### config.mk
export PLATFORM = sky130hd
export DESIGN_NAME = mexor_pipe
export DESIGN_NICKNAME = d
export VERILOG_FILES = /design/src/rtl/mexor_pkg.sv /design/src/rtl/mexor_xform.sv /design/src/rtl/mexor_pipe.sv
export SDC_FILE = /design/constraint.sdc
export NUM_CORES = 1
export LEC_CHECK = 0
export BUFFER_PORTS_ARGS = -buffer_cell sky130_fd_sc_hd__buf_4
export CORE_UTILIZATION = 45
export DETAILED_ROUTE_END_ITERATION = 8
export PLACE_DENSITY_LB_ADDON = 0.3
export SLEW_MARGIN = 30
export SYNTH_ARGS = -nofsm -noshare
export SYNTH_HDL_FRONTEND = slang
export SYNTH_HIERARCHICAL = 1
export SYNTH_SLANG_ARGS = --single-unit
### constraint.sdc
create_clock -name clk -period 1.15 [get_ports clk]
set_input_delay 0.23 -clock clk [delete_from_list [all_inputs] [get_ports clk]]
set_output_delay 0.23 -clock clk [all_outputs]
set_load 0.01 [all_outputs]
### src/rtl/mexor_pkg.sv
// mexor_pkg: shared mode encoding and the reversible adjacent-XOR transforms.
// Both transforms work on a MEXOR_MAX_W-bit container. Only the low 'width'
// bits carry the operand. Bits above 'width' are forced to zero.
package mexor_pkg;

  localparam int MEXOR_MAX_W = 64;

  typedef enum logic {
    MODE_FWD = 1'b0,
    MODE_INV = 1'b1
  } mexor_mode_e;

  // Mask that keeps the low 'width' bits of the container.
  function automatic logic [MEXOR_MAX_W-1:0] mexor_mask(input int width);
    return {MEXOR_MAX_W{1'b1}} >> (MEXOR_MAX_W - width);
  endfunction

  // Forward transform: every bit is XORed with its upper neighbour, and the
  // MSB passes through. The zero bit above the operand makes the MSB pass
  // through without any special case.
  function automatic logic [MEXOR_MAX_W-1:0] mexor_fwd(
    input logic [MEXOR_MAX_W-1:0] x,
    input int                     width
  );
    logic [MEXOR_MAX_W-1:0] xm;
    xm = x & mexor_mask(width);
    return xm ^ (xm >> 1);
  endfunction

  // Inverse transform: a running XOR from the MSB down. This undoes
  // mexor_fwd exactly.
  function automatic logic [MEXOR_MAX_W-1:0] mexor_inv(
    input logic [MEXOR_MAX_W-1:0] x,
    input int                     width
  );
    logic [MEXOR_MAX_W-1:0] xm;
    logic [MEXOR_MAX_W-1:0] r;
    logic                   acc;
    xm  = x & mexor_mask(width);
    r   = '0;
    acc = 1'b0;
    for (int i = MEXOR_MAX_W - 1; i >= 0; i--) begin
      acc  = acc ^ xm[i];
      r[i] = acc;
    end
    return r;
  endfunction

endpackage

### src/rtl/mexor_xform.sv
// mexor_xform: a purely combinational forward or inverse mexor transform on a
// WIDTH-bit word. The mode input selects the direction.
module mexor_xform
  import mexor_pkg::*;
#(
  parameter int WIDTH = 5
) (
  input  logic [WIDTH-1:0] data_i,
  input  logic             mode_i,
  output logic [WIDTH-1:0] data_o
);

  mexor_mode_e modeSel;

  assign modeSel = mexor_mode_e'(mode_i);

  // Pick the direction. The operand is widened into the package container
  // and then narrowed back.
  always_comb begin
    if (modeSel == MODE_INV) begin
      data_o = WIDTH'(mexor_inv(MEXOR_MAX_W'(data_i), WIDTH));
    end else begin
      data_o = WIDTH'(mexor_fwd(MEXOR_MAX_W'(data_i), WIDTH));
    end
  end

endmodule

### src/rtl/mexor_pipe.sv
// mexor_pipe: STAGES-deep valid/ready pipeline around the mexor transform.
// The transform feeds stage 0. Later stages only move words forward, and
// empty stages collapse so that bubbles disappear.
// Optional feature: define MEXOR_CHECK_EN to carry the original operand down
// the pipe. The last stage then applies the opposite transform and compares it
// with that operand, which flags round-trip errors on check_err.
module mexor_pipe
  import mexor_pkg::*;
#(
  parameter int WIDTH  = 5,
  parameter int STAGES = 2,
  parameter int CNT_W  = 8
) (
  input  logic             clk,
  input  logic             rst_n,
  input  logic             in_valid,
  output logic             in_ready,
  input  logic [WIDTH-1:0] in_data,
  input  logic             in_mode,
  output logic             out_valid,
  input  logic             out_ready,
  output logic [WIDTH-1:0] out_data,
  output logic             out_mode,
  output logic [CNT_W-1:0] xfer_cnt,
  output logic             check_err
);

  localparam int LAST = STAGES - 1;

  logic             stageValid_q [STAGES];
  logic [WIDTH-1:0] stageData_q  [STAGES];
  logic             stageMode_q  [STAGES];
  logic             stageLoad    [STAGES];
  logic [WIDTH-1:0] stageDataIn  [STAGES];
  logic             stageModeIn  [STAGES];
  logic [STAGES-1:0] advance;
  logic [WIDTH-1:0] xformData;
  logic             inFire;
  logic             outFire;
  logic [CNT_W-1:0] xferCnt_q;
  logic [CNT_W-1:0] xferCnt_d;

  mexor_xform #(
    .WIDTH (WIDTH)
  ) uXform (
    .data_i (in_data),
    .mode_i (in_mode),
    .data_o (xformData)
  );

  // A stage moves its word on when the stage after it is empty or is moving
  // on too. This chain runs from the output back to the input.
  always_comb begin
    advance       = '0;
    advance[LAST] = stageValid_q[LAST] && out_ready;
    for (int k = LAST - 1; k >= 0; k--) begin
      advance[k] = stageValid_q[k] && (!stageValid_q[k+1] || advance[k+1]);
    end
  end

  assign in_ready  = !stageValid_q[0] || advance[0];
  assign inFire    = in_valid && in_ready;
  assign outFire   = stageValid_q[LAST] && out_ready;

  assign out_valid = stageValid_q[LAST];
  assign out_data  = stageData_q[LAST];
  assign out_mode  = stageMode_q[LAST];

  for (genvar k = 0; k < STAGES; k++) begin : gStage
    if (k == 0) begin : gHead
      assign stageLoad[k]   = inFire;
      assign stageDataIn[k] = xformData;
      assign stageModeIn[k] = in_mode;
    end else begin : gBody
      assign stageLoad[k]   = advance[k-1];
      assign stageDataIn[k] = stageData_q[k-1];
      assign stageModeIn[k] = stageMode_q[k-1];
    end

    // Pipeline stage: take in a new word, empty out after handing the word on, or hold.
    always_ff @(posedge clk or negedge rst_n) begin
      if (!rst_n) begin
        stageValid_q[k] <= 1'b0;
        stageData_q[k]  <= '0;
        stageMode_q[k]  <= 1'b0;
      end else if (stageLoad[k]) begin
        stageValid_q[k] <= 1'b1;
        stageData_q[k]  <= stageDataIn[k];
        stageMode_q[k]  <= stageModeIn[k];
      end else if (advance[k]) begin
        stageValid_q[k] <= 1'b0;
      end
    end
  end

  assign xferCnt_d = inFire ? xferCnt_q + CNT_W'(1) : xferCnt_q;

  // Count accepted input words. The count wraps naturally at 2^CNT_W.
  always_ff @(posedge clk or negedge rst_n) begin
    if (!rst_n) begin
      xferCnt_q <= '0;
    end else begin
      xferCnt_q <= xferCnt_d;
    end
  end

  assign xfer_cnt = xferCnt_q;

`ifdef MEXOR_CHECK_EN

  logic [WIDTH-1:0] stageOrig_q  [STAGES];
  logic [WIDTH-1:0] stageOrigIn  [STAGES];
  logic [WIDTH-1:0] recoveredData;
  logic             checkErr_q;
  logic             checkErr_d;

  for (genvar k = 0; k < STAGES; k++) begin : gShadow
    if (k == 0) begin : gHead
      assign stageOrigIn[k] = in_data;
    end else begin : gBody
      assign stageOrigIn[k] = stageOrig_q[k-1];
    end

    // Shadow copy of the original operand. It moves in step with the data stage.
    always_ff @(posedge clk or negedge rst_n) begin
      if (!rst_n) begin
        stageOrig_q[k] <= '0;
      end else if (stageLoad[k]) begin
        stageOrig_q[k] <= stageOrigIn[k];
      end
    end
  end

  mexor_xform #(
    .WIDTH (WIDTH)
  ) uCheckXform (
    .data_i (stageData_q[LAST]),
    .mode_i (!stageMode_q[LAST]),
    .data_o (recoveredData)
  );

  assign checkErr_d = checkErr_q ||
                      (outFire && (recoveredData != stageOrig_q[LAST]));

  // Sticky round-trip error. It is judged only when a word actually leaves the pipe.
  always_ff @(posedge clk or negedge rst_n) begin
    if (!rst_n) begin
      checkErr_q <= 1'b0;
    end else begin
      checkErr_q <= checkErr_d;
    end
  end

  assign check_err = checkErr_q;

`else

  assign check_err = 1'b0;

`endif

endmodule
* Word-level counts from Yosys, hierarchy flattened
Cells that the tools add are included.
** Word-level totals
- Output and inout bits :: 17
- Input port bits :: 10
- Word-level logic and storage cells :: 27
- Register bits :: 22
** Operators by class
- Multiplexer cells :: 5
- Add/sub/neg operators :: 1
- Reductions and logical operators :: 9
- Bitwise logic cells :: 5
** Operators by type and width (count)
- 8-bit by 1-bit adder with 8-bit output, second input constant :: 1
- 5-bit 2-to-1 mux :: 1
- 5-bit by 4-bit XOR with 5-bit output :: 1
- 1-bit 2-to-1 mux :: 4
- 2-bit nonzero test :: 2
- 1-bit XOR :: 4
- 1-bit logical AND :: 3
- 1-bit logical NOT :: 2
- 1-bit logical OR :: 2

* Logic depth before layout (Yosys ltp)
- Depth after elaboration :: 6
- Gate-level depth with buffers :: 4
- Depth with buffers taken out :: 4

* By module
Netlist, hierarchy kept.
** By module, submodules not included
- mexor_pipe :: cells an instance 63, area each 924.6 µm², times used 1, sequential area each 550.5 µm²
- mexor_xform :: cells an instance 13, area each 103.8 µm², times used 1, sequential area each 0.0 µm²

* Worst setup path before layout
OpenSTA, ideal clock, no wires.
- Path kind :: reg-to-reg
- Start :: register stageValid_q (netlist bit out_valid)
- End :: register stageData_q (netlist bit stageDataIn[3])
- Data required time :: 1025 ps
- Period minus slack after synthesis :: 1297 ps
- Data arrival time :: 1173 ps
- Cell stages (with the launch flop) :: 5
- Setup slack :: -147 ps
- Buffers on the path :: 0
- Library setup time :: 125 ps
- Cell sequence :: dfrtp_1 > and3b_2 > inv_4 > nand2_4 > mux2_2
** On the way
- Longest elaborated chain between the ends :: 5
- Elaborated cells on any way between the ends :: 6
- Those cells by class :: reduce/logical: 6
** RTL lines
- from (decl) :: RTL line mexor_pipe.sv:30 : logic stageValid_q [STAGES];
- from (signal, indexed assignment) :: RTL line mexor_pipe.sv:83 : stageValid_q[k] <= 1'b0;
- from (signal, indexed assignment) :: RTL line mexor_pipe.sv:87 : stageValid_q[k] <= 1'b1;
- from (signal, indexed assignment) :: RTL line mexor_pipe.sv:91 : stageValid_q[k] <= 1'b0;
- 1-bit logical NOT / 1-bit logical AND (equally long branches)
- 1-bit logical OR (*) :: RTL line mexor_pipe.sv:57 : advance[k] = stageValid_q[k] && (!stageValid_q[k+1] || advance[k+1]);
- 1-bit logical AND (*) :: RTL line mexor_pipe.sv:57
- 1-bit logical OR (*) :: RTL line mexor_pipe.sv:61 : assign in_ready = !stageValid_q[0] || advance[0];
- net in_ready :: RTL line mexor_pipe.sv:17 : output logic in_ready,
- 1-bit logical AND (*) :: RTL line mexor_pipe.sv:62 : assign inFire = in_valid && in_ready;
- to (signal, indexed assignment) :: RTL line mexor_pipe.sv:88 : stageData_q[k] <= stageDataIn[k];
- to (decl) :: RTL line mexor_pipe.sv:31 : logic [WIDTH-1:0] stageData_q [STAGES];
Mark *: on every way through the listed nets, which the timed path passes. The rest lies on a longest branch.
A chain may end at the register's enable or synchronous reset.

* Worst setup path after layout
- Start :: register stageValid_q (netlist bit out_valid)
- End :: output in_ready
** On the way
- Longest elaborated chain between the ends :: 4
- Elaborated cells on any way between the ends :: 5
- Those cells by class :: reduce/logical: 5
** RTL lines (RTL line)
- 1-bit logical NOT / 1-bit logical AND (equally long branches)
- 1-bit logical OR (*) :: mexor_pipe.sv:57
- 1-bit logical AND (*) :: mexor_pipe.sv:57
- 1-bit logical OR (*) :: mexor_pipe.sv:61
- to (decl) :: mexor_pipe.sv:17
Every way passes the cells marked *; elsewhere a longest branch is shown, timed or not.

==> run metrics <==
Final setup viols 21; complex-gate fraction of the synthesized area 0; most common cell in the synthesized netlist dfrtp_1; largest family of logic cells by synthesized area multiplexers; total global-route track usage 0.230; xor and xnor area share after synthesis 0.127; Die H roughly 50 um; top cells by count, synth 22 x dfrtp_1, 10 x mux2_2, 7 x xnor2_1; sequential fraction of the synthesis area 0.535; WL/cell ~17 um; power consumption 0.00357 W; Reg-to-Reg Start out_valid$_DFFE_PN0P_; drt drc 0; pin count of the biggest net entering global routing 23; Max clock buf depth 2; Setup CP Type flop to output pin; Mapped Avg Cell Area 13.5 um2; failing checks negative setup slack; worst clock skew 0.0129 ns; clock latency on the worst-skew pair around 0.33 ns; H-tree lvl count 1; Period minus WS final around 1.5 ns; Yosys cell types 22; number of synthesized flops with an enable pin 0; Row Count 16; Final Hold Fails 0; I/O Buffers 25; max-cap violations 0; Initial Utilization 0.499; ys flop type dfrtp_1; WL final 2710 um; f_max ~0.69 GHz; Detailed Routing Iterations Pass 1 4; RSZ-0062 raised after global routing true; Yosys reg bits 22; Pwr Density 2050 nW/um2; Synth Area in Simple Gates 0.139; CP required 0.92 ns; fin. max-slew vios 0; worst setup path endpoint in_ready; Post-Synth Adder-Cell Area 0.0122; post-detail-place hpwl between 1000 and 1500 um; DR iter-0 viols 8; vias in the first global route approximately 860; crit path DAT ~1.2 ns; TritonCTS clock tree done; top cell type's share of synthesized area 0.535; Clk pin slew, worst setup/hold paths 0.14 ns; TritonCTS Buffers 3; CP Capture Type output pin; # diodes 0; Core Util, Final 0.844; critical path fanouts, max 2; Post-DRT Antenna Nets 0; Synth Instances between 70 and 80; min-delay worst type primary input to flop; number of nets in the layout 145; Root Driver clkbuf_4; Mapped Area 1030 um2; yosys synthesis warning count 6; Final period util 1.27; mux contribution to synthesized area 0.163; asr flop ratio synth 1.00; outcome complete, but fails checks; reg2reg end xfer_cnt[7]$_DFFE_PN0P_; Avg Vias per Cell between 5 and 6; Final Hold Slack between 0.15 and 0.2 ns; VDD IR max 1.90 mV; Synth area leaders dfrtp_1 54%, mux2_2 11%, xnor2_1 6.0%; area leader, netlist dfrtp_1; Ports 27; Worst Reg-to-Reg Cells 5; Core ar. 2060 um2; Horiz. Die Dim 49.8 um; layout cell share with drive strength beyond 1 0.669; r2r setup slk -0.30 ns; Area Overhead vs Synth 69.2%; final setup margin -0.307 ns; startpoint types flop; critical path launch point out_valid$_DFFE_PN0P_; die footprint 2480 um2; initial antenna violation count 0; number of clock sinks 22; GRT Residual Overflow 0; first-pass GRT wire length 4170 um; Syn Nets 87; total number of vias 812; Final GP Congestion just over 0.7; Leakage 0.844 nW
==> where the power goes <==
part	switching [W]	leakage, nW	internal (W)
clock	0.000264	0.0279	0.000353
sequential	0.000187	0.259	0.00100
combinational	0.000672	0.557	0.00109
==> flip-flops by register name, indices dropped and copies added, names as in the netlist <==
signal        cells
out_valid         1
out_data          5
xfer_cnt          8
stageModeIn       1
stageValid_q      1
stageDataIn       5
out_mode          1
==> how the worst min path moves through the flow <==
stage / from / to / slack [ns] / cells past startpoint
global placement: rst_n / xfer_cnt[5]$_DFFE_PN0P_ / 0.13 / 1
detailed placement: rst_n / xfer_cnt[5]$_DFFE_PN0P_ / 0.13 / 1
CTS: in_mode / stageModeIn[0]$_DFFE_PN0P_ / 0.17 / 2
floorplan: rst_n / out_data[0]$_DFFE_PN0P_ / -0.07 / 0
finish: in_mode / stageModeIn[0]$_DFFE_PN0P_ / 0.18 / 2
global route: in_valid / stageValid_q[1]$_DFFE_PN0P_ / 0.18 / 2
==> per-layer routing <==
| layer | GRT usage | vias to the layer above | routed length, um |
|---|---|---|---|
| li1 | - | 366 | - |
| met1 | 0.309 | 415 | 1150 |
| met2 | 0.372 | 25 | 1430 |
| met3 | 0.0340 | 6 | 77 |
| met4 | 0.0905 | 0 | 55 |
| met5 | 0 | - | 0 |
==> cells in the final DEF, fill, tap and decap left out, types with 2 or more instances in the layout <==
cell type,instances
nand3_4,2
mux2_2,5
nor4b_4,2
mux2_4,8
buf_4,37
xnor2_1,4
nand2_8,2
nand2b_1,2
xor2_1,6
xnor2_2,3
buf_6,16
clkbuf_4,3
nand2_1,5
dfrtp_1,21
==> final cells by class <==
type                    count  area, um2
multi-input cells          51        613
flip-flops and latches     22        552
repair buffers             55        483
fillers                    93        322
well taps                  27       33.8
clock inverters             1       30.0
clock buffers               3       22.5
inverters                   1       6.26
==> timing repair <==
action / 4_1_cts / 5_1_grt
hold endpoints to repair: 22 / 0
hold buffers: 1 / 0
setup endpoints to repair: 26 / 32
gates resized for setup: 25 / 21
buffers inserted: 14 / 10
pin swaps: 8 / 11
==> metrics by stage <==
| stage | instance area [um2] | setup TNS, ns | worst slack, ns | instances |
|---|---|---|---|---|
| after floorplan | 1040 | -0.869 | -0.124 | 76 |
| after global placement | 1320 | -1.38 | -0.128 | 136 |
| after detailed placement | 1320 | -1.68 | -0.135 | 136 |
| after CTS | 1600 | -2.69 | -0.289 | 154 |
| after global routing | 1740 | -5.15 | -0.357 | 160 |
| final | 1740 | -4.04 | -0.307 | 160 |
==> cell families (layout without fill, tap and decap cells) <==
kind of cell | after synthesis | after routing
other | 1 | 1
XOR/XNOR | 14 | 14
buffers and inverters | 3 | 60
flip-flops | 22 | 22
multiplexers | 14 | 14
adder cells (fa/ha/maj) | 1 | 1
AND/OR/NAND/NOR | 21 | 21
==> worst max-delay path, cell delays in order, from the launching register on <==
cell	delay [ns]
dfrtp_1	0.40
and3b_2	0.25
inv_4	0.06
buf_6	0.09
buf_6	0.09
No activity file was read; power rests on OpenSTA's default activity.
